`src/rtl/lsu_pkg.sv`:
```
// Shared definitions for the load/store unit: operation codes, FSM states
// and the small decode helpers used by the controller and the lane logic.
package lsu_pkg;

  localparam logic [2:0] LSU_LB  = 3'd0;
  localparam logic [2:0] LSU_LBU = 3'd1;
  localparam logic [2:0] LSU_LH  = 3'd2;
  localparam logic [2:0] LSU_LHU = 3'd3;
  localparam logic [2:0] LSU_LW  = 3'd4;
  localparam logic [2:0] LSU_SB  = 3'd5;
  localparam logic [2:0] LSU_SH  = 3'd6;
  localparam logic [2:0] LSU_SW  = 3'd7;

  typedef enum logic [2:0] {
    IDLE,
    ACCESS,
    WRITE,
    RESP,
    ERR
  } lsuState_e;

  function automatic logic is_store(input logic [2:0] op);
    return op[2] & (op != LSU_LW);
  endfunction

  function automatic logic isMisaligned(input logic [2:0] op, input logic [1:0] addrLow);
    logic bad;
    bad = 1'b0;
    case (op)
      LSU_LH, LSU_LHU, LSU_SH: bad = addrLow[0];
      LSU_LW, LSU_SW:          bad = |addrLow;
      default:                 bad = 1'b0;
    endcase
    return bad;
  endfunction

endpackage

```
`src/rtl/lsu_lane.sv`:
```
// Little-endian lane steering: extends a sub-word load out of a memory word
// and merges a byte/half store into a previously read word.
module lsu_lane
  import lsu_pkg::*;
(
  input  logic [31:0] word,
  input  logic [1:0]  byteOff,
  input  logic [2:0]  op,
  input  logic [15:0] wData,
  output logic [31:0] loadVal,
  output logic [31:0] mergeWord
);

  logic [7:0]  selByte;
  logic [15:0] selHalf;
  logic [4:0]  byteBit;

  // NOTE: every output of a combinational block gets a default first; a path
  // that leaves one unassigned would infer a latch.
  always_comb begin
    byteBit = {byteOff, 3'b000};
    selByte = word[byteBit +: 8];
    selHalf = byteOff[1] ? word[31:16] : word[15:0];

    loadVal = word;
    case (op)
      LSU_LB:  loadVal = {{24{selByte[7]}}, selByte};
      LSU_LBU: loadVal = {24'h0, selByte};
      LSU_LH:  loadVal = {{16{selHalf[15]}}, selHalf};
      LSU_LHU: loadVal = {16'h0, selHalf};
      default: loadVal = word;
    endcase

    mergeWord = word;
    if (op == LSU_SB) begin
      mergeWord[byteBit +: 8] = wData[7:0];
    end else if (op == LSU_SH) begin
      if (byteOff[1]) mergeWord[31:16] = wData;
      else            mergeWord[15:0]  = wData;
    end
  end

endmodule

```
`src/rtl/load_store_unit.sv`:
```
// Single-outstanding load/store controller for a word-wide data memory with
// combinational read; sub-word stores are done as read-modify-write.
module load_store_unit
  import lsu_pkg::*;
#(
  parameter int ADDR_W = 5,
  parameter int DATA_W = 32
) (
  input  logic              CLK,
  input  logic              RST,
  input  logic              Req,
  input  logic [2:0]        Op,
  input  logic [31:0]       Addr,
  input  logic [DATA_W-1:0] WData,
  output logic              Ready,
  output logic              Done,
  output logic              AddrErr,
  output logic [DATA_W-1:0] RData,
  output logic [ADDR_W-1:0] MemAddr,
  output logic [DATA_W-1:0] MemWData,
  output logic              MemW,
  output logic              MemR,
  input  logic [DATA_W-1:0] MemRData
);

  lsuState_e         state, nextState;
  logic [2:0]        opR;
  logic [ADDR_W+1:0] addrR;
  logic [DATA_W-1:0] wDataR;
  logic [DATA_W-1:0] mergeR;
  logic [DATA_W-1:0] rDataR;
  logic [DATA_W-1:0] laneWord;
  logic [DATA_W-1:0] loadVal;
  logic [DATA_W-1:0] mergeWord;
  logic              isSubStore;

  // Bits above the memory size are deliberately dropped so addresses wrap.
  logic unusedAddrBits;
  assign unusedAddrBits = ^Addr[31:ADDR_W+2];

  assign isSubStore = (opR == LSU_SB) || (opR == LSU_SH);
  assign laneWord   = (state == WRITE) ? mergeR : MemRData;

  lsu_lane u_lane (
    .word      (laneWord),
    .byteOff   (addrR[1:0]),
    .op        (opR),
    .wData     (wDataR[15:0]),
    .loadVal   (loadVal),
    .mergeWord (mergeWord)
  );

  // NOTE: sequential state uses non-blocking assignments so every register
  // samples the pre-edge values, independent of statement order.
  always_ff @(posedge CLK) begin
    if (RST) state <= IDLE;
    else     state <= nextState;
  end

  always_comb begin
    nextState = state;
    case (state)
      IDLE:    if (Req) nextState = isMisaligned(Op, Addr[1:0]) ? ERR : ACCESS;
      ACCESS:  nextState = isSubStore ? WRITE : RESP;
      WRITE:   nextState = RESP;
      RESP:    nextState = IDLE;
      ERR:     nextState = IDLE;
      default: nextState = IDLE;
    endcase
  end

  // NOTE: the data registers are few and all feed visible outputs, so they
  // are reset along with the FSM to give defined values after RST.
  always_ff @(posedge CLK) begin
    if (RST) begin
      opR    <= LSU_LB;
      addrR  <= '0;
      wDataR <= '0;
      mergeR <= '0;
      rDataR <= '0;
    end else begin
      if (state == IDLE && Req) begin
        opR    <= Op;
        addrR  <= Addr[ADDR_W+1:0];
        wDataR <= WData;
      end
      if (state == ACCESS) begin
        mergeR <= MemRData;
        if (!is_store(opR)) rDataR <= loadVal;
      end
    end
  end

  always_comb begin
    Ready    = (state == IDLE);
    Done     = (state == RESP) || (state == ERR);
    AddrErr  = (state == ERR);
    RData    = rDataR;
    MemR     = 1'b0;
    MemW     = 1'b0;
    MemAddr  = '0;
    MemWData = '0;
    case (state)
      ACCESS: begin
        MemAddr = addrR[ADDR_W+1:2];
        if (opR == LSU_SW) begin
          MemW     = 1'b1;
          MemWData = wDataR;
        end else begin
          MemR = 1'b1;
        end
      end
      WRITE: begin
        MemAddr  = addrR[ADDR_W+1:2];
        MemW     = 1'b1;
        MemWData = mergeWord;
      end
      default: ;
    endcase
    // A reset edge must never commit a write.
    MemW = MemW & ~RST;
  end

endmodule
```
`config.mk`:
```
export PLATFORM = sky130hd
export DESIGN_NAME = load_store_unit
export DESIGN_NICKNAME = d
export VERILOG_FILES = /design/src/rtl/lsu_pkg.sv /design/src/rtl/lsu_lane.sv /design/src/rtl/load_store_unit.sv
export SDC_FILE = /design/constraint.sdc
export NUM_CORES = 1
export LEC_CHECK = 0
export ABC_AREA = 1
export BUFFER_PORTS_ARGS = -buffer_cell sky130_fd_sc_hd__clkbuf_2
export CORE_ASPECT_RATIO = 0.5
export CORE_MARGIN = 1.5
export CORE_UTILIZATION = 54
export DETAILED_ROUTE_END_ITERATION = 7
export PLACE_DENSITY = 0.82
export SYNTH_ARGS = -nofsm -noshare
export SYNTH_HDL_FRONTEND = slang
export SYNTH_SLANG_ARGS = --single-unit
export TNS_END_PERCENT = 1
```
`constraint.sdc`:
```
create_clock -name CLK -period 2.29 [get_ports CLK]
set_input_delay 0.1145 -clock CLK [delete_from_list [all_inputs] [get_ports CLK]]
set_output_delay 0.1145 -clock CLK [all_outputs]
set_load 0.05 [all_outputs]
```
Word-level counts from Yosys, hierarchy flattened
Cells that the tools add are included.
Word-level totals
  register bits: 109
  bits of input ports: 102
  logic and storage cells: 63
Operators by class
  add/sub/neg operators: 1
  equality and inequality tests: 17
  shifts and indexed selects: 3
  mux-type cells: 22
  bitwise gates (word level): 4
  reduce and logical (&&, ||, !) cells: 10
Operator list (number)
  32-bit 2-to-1 mux: 4
  32-bit one-hot mux with 4 select lines: 1
  32-bit one-hot mux with 2 select lines: 1
  16-bit 2-to-1 mux: 3
  32-bit bitwise mux: 1
  8-bit by 7-bit variable shift with 32-bit output, first input constant: 1
  32-bit by 6-bit variable part select with 8-bit output: 1
  8-bit by 7-bit variable part select with 32-bit output: 1
  3-bit == test, second input constant: 7
  3-bit by 2-bit == test with 1-bit output, second input constant: 6
  3-bit one-hot mux with 3 select lines: 1
  5-bit negation with 7-bit output: 1
  3-bit by 1-bit == test with 1-bit output, second input constant: 2
  3-bit logical NOT: 2
  1-bit 2-to-1 mux: 6
  3-bit 2-to-1 mux: 2
  2-bit OR reduction: 3
  5-bit 2-to-1 mux: 1
  1-bit one-hot mux with 2 select lines: 2
  3-bit != test, second input constant: 1
  3-bit OR reduction: 1
  1-bit AND: 2
  1-bit logical OR: 2
  2-bit != test, second input constant: 1
  3 further kinds: 4

Depth between registers and ports, before layout
  depth in word-level cells: 8
  gate-level depth with buffers: 12
  depth with buffers taken out: 11

By module
Synthesis repeated with hierarchy kept, for this count alone.
Unflattened totals
  cells, all modules: 1276
  area total of the unflattened synthesis: 7439.6 µm²
Modules (own cells, without submodules)
  load_store_unit: times used 1, cells each 700, area each 4901.0 µm², seq. area each 2182.1 µm²
  lsu_lane: times used 1, cells each 576, area each 2538.7 µm², seq. area each 0.0 µm²

Worst setup path before layout
OpenSTA, ideal clock, no wires.
  path kind: reg2out
  from: reg opR[2]
  to: out MemWData[22]
  arrival: 2.254 ns
  setup slack: -0.079 ns
  cell stages (with the launch flop): 7
  buffers on the path: 2
  cell sequence: dfxtp_1 > buf_4 > inv_2 > nor3_1 > nand2_1 > clkbuf_1 > o21ai_0
Between the ends
  cells in the longest elaborated chain, start to end: 4
RTL lines
  start: declaration: line load_store_unit.sv:27  | logic [2:0] opR;
  start signal: assignment: line load_store_unit.sv:83  | opR <= Op;
  3-bit == test: line lsu_lane.sv:37  | end else if (op == LSU_SH) begin
  32-bit 2-to-1 mux: line lsu_lane.sv:37
  32-bit 2-to-1 mux: line lsu_lane.sv:35  | if (op == LSU_SB) begin
  32-bit one-hot mux with 2 select lines *: line load_store_unit.sv:103  | case (state)
  end: declaration: line load_store_unit.sv:20  | output logic [DATA_W-1:0] MemWData,
Every way passes the cells marked *; elsewhere a longest branch is shown, timed or not.

Worst setup path after layout
  from: reg opR[1]
  to: out MemWData[7]
The elaborated chain is that of the path after synthesis.

==> results.tsv <==
stage	metric	value	unit
final_layout	Final nets	1257	
timing	final critical-path required period	2340	ps
timing	final hold slack	-0.150	ps
final_layout	FILL cells	1023	
clock_network	H-Tree Depth	3	
worst_setup_path	crit path DAT	2230	ps
worst_setup_path	R2R Setup Slk	210	ps
timing	Hold Violations, Final	1	
timing	RSZ-0062 raised after global routing	true	
synth	Seq/Total Area, Yosys	33.2	%
clock_network	root buf cell	clkbuf_16	
synth	EDFF count, synth	0	
timing	Worst-Margin Slew	722	ps
final_layout	Finished Layout Cells	1320	
worst_setup_path	CP bufs+invs	3	
synth	Async SR Flop Fraction	0	%
worst_setup_path	Crit Path Max Fanout	35	
pwr	combinational share of power	45.3	%
job	Max Cap Viol	0	
global_route	initial antenna violation count	0	
place	I/O Buffers	150	
floorplanning	Site Rows	28	
timing	Slew Limit Fails	0	
floorplanning	Initial Utilization	55.5	%
worst_setup_path	Worst Path Required	2180	ps
worst_setup_path	type of the worst setup path	flop to output port	
timing	Max Fclk	426	MHz
clock_network	Worst-path clk slew	80	ps
min_path	Hold Path Class	input pin to flop	
worst_setup_path	slowest CP cell	o21ai_1	
pwr	Clock Power Share	22.9	%
clock_network	Clock Latency Late Sink	360	ps
detailed_routing	detailed-route via count	7498	
clock_network	CTS tree	done	
pwr	switch share	44.1	%
final_layout	ANT cells	0	
synth	Syn Nets	1116	
clock_network	CTS sink cnt	109	
timing	Setup violations, final	12	
timing	Slew headroom	51.8	%
synth	post-synth top area share	33.2	%
global_route	largest net degree at the start of global routing	59	
global_route	Remaining Overflow, GRT	0	
worst_setup_path	Largest delay share family, worst path	compound AO/OA/AOI/OAI gates	
worst_setup_path	Largest stage delay, worst path	480	ps
final_layout	FF/Latch Area	2190	um2
pwr	Leakage	4.01	nW
synth	cell taking the most area after synthesis	dfxtp_1	
clock_network	Num CTS Buffers	9	
place	GPL Wtd Cong	0.965	
final_layout	Multi-input gate area	3590	um2
global_route	first-pass GRT wire length	33700	um
synth	Yosys warning total	0	
detailed_routing	DR vias/cell	5.68	
floorplanning	Top Ports	176	
pwr	Seq pwr share	31.8	%
final_layout	final core utilization	72.1	%
synth	post-synthesis register bit count	109	
detailed_routing	drt total wl	21800	um
floorplanning	CORE AREA	11800	um2
synth	Primary FF master, synth	dfxtp_1	
synth	Synth cell types	32	
run_status	failing checks	hold timing, setup timing	
final_layout	P&R area growth vs syn	29.9	%
synth	Mapped Area	6570	um2
run_status	run status	complete, but fails checks	
detailed_routing	Starting DRT DRC Count	1149	
floorplanning	Die X	159	um
worst_setup_path	crit-path cells	inv_2 > nand3_2 > buf_6 > o21ai_1 > nand3_1 > o211ai_1 > buf_12	
synth	syn avg cell area	6.51	um2
synth	Cells after Synth	1009	
final_layout	share of layout cells above drive strength 1	24.7	%
floorplanning	die height	81.0	um
worst_setup_path	Worst setup EP type	output port	
worst_setup_path	crit path launch type	flop	
pwr	Int Pwr	4.31	mW
timing	Worst Clk Skew	8.19	ps
timing	setup ws final	-54.8	ps
detailed_routing	drt drc	0	
detailed_routing	Final ANT Viol Nets	0	
synth	Area contributors post-synth	dfxtp_1 33%, o21ai_0 13%, a21oi_1 8.5%	
pwr	Power Density	904	nW/um2
place	dpl cells	1297	
timing	fin crit share	102	%
floorplanning	Die Area	12900	um2
pwr	largest vdd supply drop	0.430	mV
pwr	net switching power	3.41	mW
global_route	GRT Util Overall	33.3	%
detailed_routing	TritonRoute pass-1 iters	6	
place	HPWL after detailed placement	15700	um
global_route	number of global-route vias before repair	6616	
clock_network	Longest Clk Path Bufs	2	
detailed_routing	wire per inst	16.5	um
==> path summary, 6_finish.rpt <==
path / startpoint / endpoint / cells past startpoint
worst min register to register: wDataR[28] / wDataR[28] / 2
worst max-delay path: opR[1] / MemWData[7] / 7
worst min-delay path: MemRData[13] / mergeR[13] / 3
worst max register to register: state[1] / RData[30] / 9
==> worst min-delay path: cells and delay by family <==
kind | cells | cell delay, ps
compound gates | 1 | 60
buf+inv | 2 | 140
==> timing repair <==
item                                    CTS  global route
resized for setup                        13            42
gates cloned                              0             1
endpoints found under the setup margin   31            33
endpoints found under the hold margin     4             0
pin swaps                                 1             2
hold buffers                              4             0
buffers inserted                          0             2
==> layer usage <==
metal	up-vias	global-route usage (%)	part of all wire [%]
met2	434	52.3	43
met5	-	0	0
li1	3617	-	-
met3	49	7.66	12
met1	3398	46.5	44
met4	0	7.45	1.6
==> cells by family after synthesis <==
| group | Yosys count | synth area share (%) |
|---|---|---|
| buf+inv | 208 | 13.5 |
| flops | 109 | 33.2 |
| fa+ha+maj | 5 | 0.952 |
| simple gates | 358 | 25.7 |
| compound gates | 329 | 26.6 |
==> stage by stage <==
step | worst slack [ps] | area, um2 | setup TNS, ps | hold WS, ps | power (mW)
detailed placement | 213 | 7990 | 0 | 362 | 5.77
finish | -54.8 | 8540 | -217 | -0.150 | 7.72
floorplan | -78.8 | 6570 | -1210 | 259 | 4.77
global route | -141 | 8540 | -2450 | 5.97 | 8.10
CTS | -23.9 | 8400 | -73.2 | 0.993 | 7.55
global placement | 232 | 7990 | 0 | 357 | 5.70
==> layout make-up <==
cell class | count | share of cell area, %
clock buffers | 10 | 2.68
clock inverters | 6 | 1.23
inverters | 139 | 6.17
multi-input cells | 693 | 42.1
flip-flops and latches | 109 | 25.6
well taps | 165 | 2.42
repair buffers | 198 | 19.8
==> cells in the mapped netlist, types with 10 or more instances <==
cell type / instances
buf_6: 10
clkbuf_1: 35
nand2_1: 142
nand3_1: 107
a21oi_2: 10
inv_1: 133
nor3_1: 10
nand2_2: 10
nand3_2: 14
a21oi_1: 111
o21ai_1: 12
o21ai_0: 172
nor2_1: 59
o211ai_1: 10
buf_2: 20
dfxtp_1: 109
==> power groups by stage <==
stage | registers [mW] | logic, mW | clock network, mW
2_1_floorplan | 2.82 | 1.95 | 0
6_report | 2.45 | 3.50 | 1.77
5_1_grt | 2.49 | 3.76 | 1.86
3_5_place_dp | 2.48 | 3.29 | 0
3_3_place_gp | 2.46 | 3.24 | 0
4_1_cts | 2.44 | 3.34 | 1.77
==> flip-flops by register name, summed over array words and instances, names as in the netlist <==
signal	cells
wDataR	32
opR	3
state	3
mergeR	32
addrR	7
RData	32
==> cell usage in the layout (no fill, tap or decap), types with 3 or more instances in the layout <==
master           n
o21ai_0        156
dfxtp_2          3
a21oi_1        110
nand2_1        141
o211ai_1        10
ha_1             4
buf_4           34
dfxtp_1        105
nand3_1        106
nand3_2         15
clkbuf_2       117
inv_2            6
clkbuf_16        9
a21oi_2         11
o21ai_2         11
a31oi_1          9
nand2_2         11
nor2_1          59
buf_6            4
nor3_1           8
buf_12          35
and2_1           3
o21ai_1         21
dlygate4sd3_1    4
inv_1          131
buf_8            4
Power figures use the tool's default switching activity.
